## src/rtl/clk_div_seq_pkg.sv

```systemverilog
// Shared types and helpers for the PLL divided-clock and reset-release sequencer.
package clk_div_seq_pkg;

  typedef enum logic [1:0] {
    ST_IDLE    = 2'd0,
    ST_RELEASE = 2'd1,
    ST_RUN     = 2'd2
  } seq_state_e;

  localparam int LOSS_W = 8;

  // Bits needed to index n items; never less than one.
  function automatic int clog2(input int n);
    int w;
    w = 1;
    for (int i = 1; i < 32; i++) begin
      if ((1 << w) < n) w = w + 1;
    end
    return w;
  endfunction

endpackage

```

## src/rtl/clk_div_ch.sv

```systemverilog
// One divided-clock channel with a half-period update deferred to the next rising toggle.
module clk_div_ch #(
  parameter int DW       = 8,
  parameter int DEF_HALF = 1
) (
  input  logic          clk_i,
  input  logic          rst_i,
  input  logic          we_i,
  input  logic [DW-1:0] half_i,
  output logic          pend_o,
  output logic          div_o,
  output logic          rise_o
);

  logic [DW-1:0] cnt_q, cnt_d;
  logic [DW-1:0] half_q, half_d;
  logic [DW-1:0] pval_q, pval_d;
  logic          pend_q, pend_d;
  logic          div_q, div_d;
  logic          rise_q, rise_d;
  logic          toggle;
  logic          apply;

  always_comb begin
    toggle = (cnt_q == half_q);
    cnt_d  = toggle ? '0 : cnt_q + 1'b1;
    div_d  = toggle ? ~div_q : div_q;
    rise_d = toggle & ~div_q;
    // Swapping the half-period only at a rising edge keeps both phases whole.
    apply  = rise_d & pend_q;
    half_d = apply ? pval_q : half_q;
    pval_d = we_i ? half_i : pval_q;
    pend_d = we_i | (pend_q & ~apply);
  end

  always_ff @(posedge clk_i) begin
    if (rst_i) begin
      cnt_q  <= '0;
      half_q <= DW'(DEF_HALF);
      pval_q <= DW'(DEF_HALF);
      pend_q <= 1'b0;
      div_q  <= 1'b0;
      rise_q <= 1'b0;
    end else begin
      cnt_q  <= cnt_d;
      half_q <= half_d;
      pval_q <= pval_d;
      pend_q <= pend_d;
      div_q  <= div_d;
      rise_q <= rise_d;
    end
  end

  assign pend_o = pend_q;
  assign div_o  = div_q;
  assign rise_o = rise_q;

endmodule

```

## src/rtl/clk_div_seq.sv

```systemverilog
// NCH programmable clock dividers plus lock filtering and staged per-channel reset release.
module clk_div_seq
  import clk_div_seq_pkg::*;
#(
  parameter int NCH       = 3,
  parameter int DW        = 8,
  parameter int DEF_HALF  = 1,
  parameter int LOCK_CYC  = 15,
  parameter int STAGE_GAP = 4
) (
  input  logic              CLK,
  input  logic              RST,
  input  logic              LOCK_IN,
  input  logic              CFG_WE,
  input  logic [2:0]        CFG_CH,
  input  logic [DW-1:0]     CFG_HALF,
  output logic [NCH-1:0]    CFG_PEND,
  output logic [NCH-1:0]    DIV_OUT,
  output logic [NCH-1:0]    DIV_RISE,
  output logic [NCH-1:0]    RSTX_OUT,
  output logic              LOCKED,
  output logic [LOSS_W-1:0] LOSS_CNT
);

  localparam int KW  = clog2(NCH);
  localparam int LCW = clog2(LOCK_CYC + 1);
  localparam int GW  = clog2(STAGE_GAP);

  logic              sync_q, lock_s_q;
  logic [LCW-1:0]    lock_cnt_q, lock_cnt_d;
  logic              locked_q, locked_d;
  seq_state_e        state_q;
  logic [KW-1:0]     k_q;
  logic [GW-1:0]     gap_q;
  logic [NCH-1:0]    rstx_q;
  logic [LOSS_W-1:0] loss_q;

  for (genvar i = 0; i < NCH; i++) begin : g_ch
    clk_div_ch #(
      .DW       (DW),
      .DEF_HALF (DEF_HALF)
    ) u_ch (
      .clk_i  (CLK),
      .rst_i  (RST),
      .we_i   (CFG_WE && (CFG_CH == 3'(i))),
      .half_i (CFG_HALF),
      .pend_o (CFG_PEND[i]),
      .div_o  (DIV_OUT[i]),
      .rise_o (DIV_RISE[i])
    );
  end

  always_comb begin
    if (!lock_s_q)                          lock_cnt_d = '0;
    else if (lock_cnt_q == LCW'(LOCK_CYC))  lock_cnt_d = lock_cnt_q;
    else                                    lock_cnt_d = lock_cnt_q + 1'b1;
    locked_d = (lock_cnt_d == LCW'(LOCK_CYC));
  end

  always_ff @(posedge CLK) begin
    if (RST) begin
      sync_q     <= 1'b0;
      lock_s_q   <= 1'b0;
      lock_cnt_q <= '0;
      locked_q   <= 1'b0;
    end else begin
      sync_q     <= LOCK_IN;
      lock_s_q   <= sync_q;
      lock_cnt_q <= lock_cnt_d;
      locked_q   <= locked_d;
    end
  end

  // The sequencer follows the next LOCKED value so resets drop on the same edge LOCKED falls.
  always_ff @(posedge CLK) begin
    if (RST) begin
      state_q <= ST_IDLE;
      k_q     <= '0;
      gap_q   <= '0;
      rstx_q  <= '0;
      loss_q  <= '0;
    end else begin
      unique case (state_q)
        ST_IDLE: begin
          rstx_q <= '0;
          if (locked_d) begin
            k_q     <= '0;
            gap_q   <= '0;
            state_q <= ST_RELEASE;
          end
        end
        ST_RELEASE, ST_RUN: begin
          if (!locked_d) begin
            rstx_q  <= '0;
            loss_q  <= (loss_q == '1) ? loss_q : loss_q + 1'b1;
            state_q <= ST_IDLE;
          end else if (state_q == ST_RUN) begin
            rstx_q <= '1;
          end else if (gap_q == '0) begin
            rstx_q <= rstx_q | (NCH'(1) << k_q);
            gap_q  <= GW'(STAGE_GAP - 1);
            if (k_q == KW'(NCH - 1)) state_q <= ST_RUN;
            else                     k_q     <= k_q + 1'b1;
          end else begin
            gap_q <= gap_q - 1'b1;
          end
        end
        default: state_q <= ST_IDLE;
      endcase
    end
  end

  assign RSTX_OUT = rstx_q;
  assign LOCKED   = locked_q;
  assign LOSS_CNT = loss_q;

endmodule

```

## config.mk

```make
export PLATFORM = sky130hd
export DESIGN_NAME = clk_div_seq
export DESIGN_NICKNAME = d
export VERILOG_FILES = /design/src/rtl/clk_div_seq_pkg.sv /design/src/rtl/clk_div_ch.sv /design/src/rtl/clk_div_seq.sv
export SDC_FILE = /design/constraint.sdc
export NUM_CORES = 1
export LEC_CHECK = 0
export CORE_MARGIN = 5
export CORE_UTILIZATION = 62
export CTS_CLUSTER_SIZE = 8
export DETAILED_ROUTE_END_ITERATION = 16
export PLACE_DENSITY = 0.81
export SLEW_MARGIN = 20
export SYNTH_ARGS = -nofsm -noshare
export SYNTH_HDL_FRONTEND = slang
export SYNTH_SLANG_ARGS = --single-unit
```

## constraint.sdc

```tcl
create_clock -name CLK -period 5.33 [get_ports CLK]
set_input_delay 0.533 -clock CLK [delete_from_list [all_inputs] [get_ports CLK]]
set_output_delay 0.533 -clock CLK [all_outputs]
set_load 0.1 [all_outputs]
```

==> metrics.md <==
| Metric | Value |
|---|---|
| EDFF count, synth | `0` |
| Synth Area in Simple Gates | `0.210` |
| Leak pwr | `1.87 nW` |
| WL met2 | `4090 µm` |
| Clock power share | `0.330` |
| First-pass GRT wire length | `around 14,000 µm` |
| Clock sinks | `~110` |
| Reg area | `approximately 0.0021 mm²` |
| I/O pin count | `36` |
| Most common cell after layout, fill and taps aside | `dfxtp_1` |
| Most frequent cells in the layout | `105 x dfxtp_1, 85 x nor2_1, 42 x nand2_1` |
| Port bufs | `35` |
| Yosys cell types | `46` |
| Dpl ws | `2.87 ns` |
| Syn. warnings | `0` |
| Post-DRT Antenna Nets | `0` |
| Total grt overflow | `0` |
| Root Buffer | `clkbuf_8` |
| WL per Instance | `about 13 µm` |
| Seq pwr share | `0.543` |
| Worst-Margin Slew | `0.975 ns` |
| Kind of critical path | `register to primary output` |
| Final Slew Violations | `0` |
| Mapped Area | `roughly 0.0045 mm²` |
| Mux share of post-synthesis cell area | `0.0714` |
| Synth Area in XOR/XNOR | `0.0930` |
| Register area share after synthesis | `0.465` |
| P_int | `~1.1 mW` |
| Drt total wl | `about 8300 µm` |
| Unrepaired setup endpoints after global routing | `no` |
| Net Sw Power | `447 µW` |
| Antenna diode instance count | `0` |
| Final setup margin | `2.81 ns` |
| Net count after synthesis | `about 530` |
| Hold_buf cts | `0` |
| Initial DRC count | `around 110` |
| Clk Latency, worst-skew pair | `0.36 ns` |
| Tot GR Track Use | `0.192` |
| Post-CTS sizing | `0` |
| Fmax | `397 MHz` |
| GPL Wtd Cong | `approximately 0.81` |
| Synth area leader | `dfxtp_1` |
| Vias in the first global route | `3,108` |
| CP max stage delay | `approximately 1.2 ns` |
| Htree depth | `3` |
| Worst-path clk slew | `roughly 0.10 ns` |
| Drt drc | `0` |
| Fill count | `between 500 and 600` |
| Switching Fraction | `0.290` |
| Cell Rows | `31` |
| Die Width | `between 90 and 100 µm` |
| #FFs+latches synth | `105` |
| Final core occ | `0.706` |
| Setup bufs post-CTS | `0` |
| DR top layer | `met4` |
| Layout cells sized above 1 | `0.0614` |
| Final Cycle Share | `0.472` |
| Initial DRT Pass Iterations | `5` |
| Pwr Density | `305 mW/mm²` |
| Via count | `between 3,000 and 4,000` |
| Chip Height | `95.4 µm` |
| Async set-reset flop share out of synthesis | `0` |
| WL met3 | `around 280 µm` |
| Vias per cell | `roughly 5.4` |
| Fin crit period | `roughly 2.5 ns` |
| Clock buffer depth | `2` |
| Top cells by area, synth | `dfxtp_1 47%, nor2_1 7.1%, mux2i_1 6.6%` |
| Hold_ws | `between 0.4 and 0.5 ns` |
| Core area | `0.00718 mm²` |
| WP depth | `1` |
| Starting density of the core | `0.630` |
| Crit path DAT | `a little under 2 ns` |
| Final #Nets | `~540` |
| CTS buffer count | `9` |
| IR drop worst, VDD | `~0.19 mV` |
| Area of the multi-input gates | `0.00222 mm²` |
| Post-route setup TNS | `0 ns` |
| # Max-Cap Violations | `0` |
| Mean Syn Cell Area | `approximately 9 µm²` |
| Hold Path Class | `register to register` |
| WHS Path Cells | `1` |
| Worst-path cell chain | `clkdlybuf4s50_1` |
| DRT met1 WL | `about 3800 µm` |
| Final number of setup-violating endpoints | `0` |
| Hpwl dp | `between 5000 and 6000 µm` |
| Synth-to-Final Area Change | `12.0%` |
| Largest net degree at the start of global routing | `60` |
| Combinational Power Share | `0.127` |
| Crit path capture type | `primary output` |
| Die area | `between 0.009 and 0.01 mm²` |
| Reg2Reg Depth | `6` |
| Adder-Cell Fraction of Synth Area | `0.0332` |
| Crit-path leading delay family | `buffers and inverters` |
| CP Buf/Inv Count | `1` |
| CP required | `between 4 and 5 ns` |
| Synthesized instance count | `~500` |
| Critical path's slowest cell | `clkdlybuf4s50_1` |
| Yosys top cell area share | `0.465` |
| Final Hold Viols | `0` |
| Main synth FF type | `dfxtp_1` |
| Worst rel slew slack | `0.348` |
| Critical-path maximum fanout | `6` |
| Largest family of logic cells by synthesized area | `simple AND/OR/NAND/NOR gates` |
| Initial antenna violation count | `0` |
| Skew final | `around 0.009 ns` |
| Compound-Gate Fraction of Synth Area | `0.0822` |
| CTS tree | `done` |
| Critical Path Start Type | `register` |
| Status | `completed` |
metal layers:
| layer | GRT usage | vias to the layer above |
|---|---|---|
| met5 | 0 | - |
| met4 | 0.0604 | 0 |
| met3 | 0.0418 | 13 |
| met2 | 0.327 | 62 |
| met1 | 0.243 | 1556 |
| li1 | - | 1701 |
final timing paths:
check / startpoint / slack [ns] / to
min reg2reg: sync_q$_SDFF_PP0_ / 0.45 / lock_s_q$_SDFF_PP0_
min: sync_q$_SDFF_PP0_ / 0.45 / lock_s_q$_SDFF_PP0_
max reg2reg: lock_cnt_q[0]$_SDFF_PP0_ / 3.28 / LOSS_CNT[5]$_SDFFE_PP0P_
max: LOSS_CNT[3]$_SDFFE_PP0P_ / 2.81 / LOSS_CNT[3]
synthesized netlist by cell type (4+ instances only):
master      n
a211oi_1    4
a21oi_1    26
a31oi_1     5
and3_1      7
buf_2       5
buf_4       9
clkbuf_1   12
dfxtp_1   105
ha_1       12
inv_1      14
mux2i_1    30
nand2_1    42
nand2b_1    5
nand3_1    24
nand4_1     5
nor2_1     85
nor2b_1     6
nor3_1      6
o211ai_1    4
o21ai_0     4
xnor2_1    25
xor2_1     23
power by group through the flow:
stage                     clock [mW]  combinational [mW]  sequential (mW)
after floorplan                    0               0.165            0.849
after global placement             0               0.191            0.855
after detailed placement           0               0.195            0.856
after CTS                      0.518               0.197            0.838
after global routing           0.548               0.212            0.842
final                          0.509               0.195            0.838
area by class of cell:
class	instances	area share
Tap cell	99	0.0245
Clock buffer	9	0.0245
Clock inverter	7	0.0173
Inverter	14	0.0104
Sequential cell	105	0.415
Multi-Input combinational cell	350	0.439
Timing Repair Buffer	36	0.0697
cell families after synthesis:
logic type,Yosys count
and+or+nand+nor,200
DFF,105
AOI/OAI and AO/OA,58
xor gates and xnor gates,48
buffers and inverters,43
muxes,32
adders and majority gates,12
through the flow:
stage | cell area (µm²) | std cells | power (mW)
after floorplan | 4520 | 498 | 1.01
after global placement | 4850 | 604 | 1.05
after detailed placement | 4850 | 604 | 1.05
after CTS | 5060 | 620 | 1.55
after global routing | 5060 | 620 | 1.60
final | 5060 | 620 | 1.54
registers in the layout (all words and copies together) (netlist names), 2 cells and up:
register and flops:
g_ch.u_ch.half_q 24, state_q 2, g_ch.u_ch.pend_o 3, LOSS_CNT 8, g_ch.u_ch.div_o 3, g_ch.u_ch.rise_o 3, lock_cnt_q 4, gap_q 2
g_ch.u_ch.pval_q 24, k_q 2, g_ch.u_ch.cnt_q 24, RSTX_OUT 3
Power figures use the tool's default switching activity.
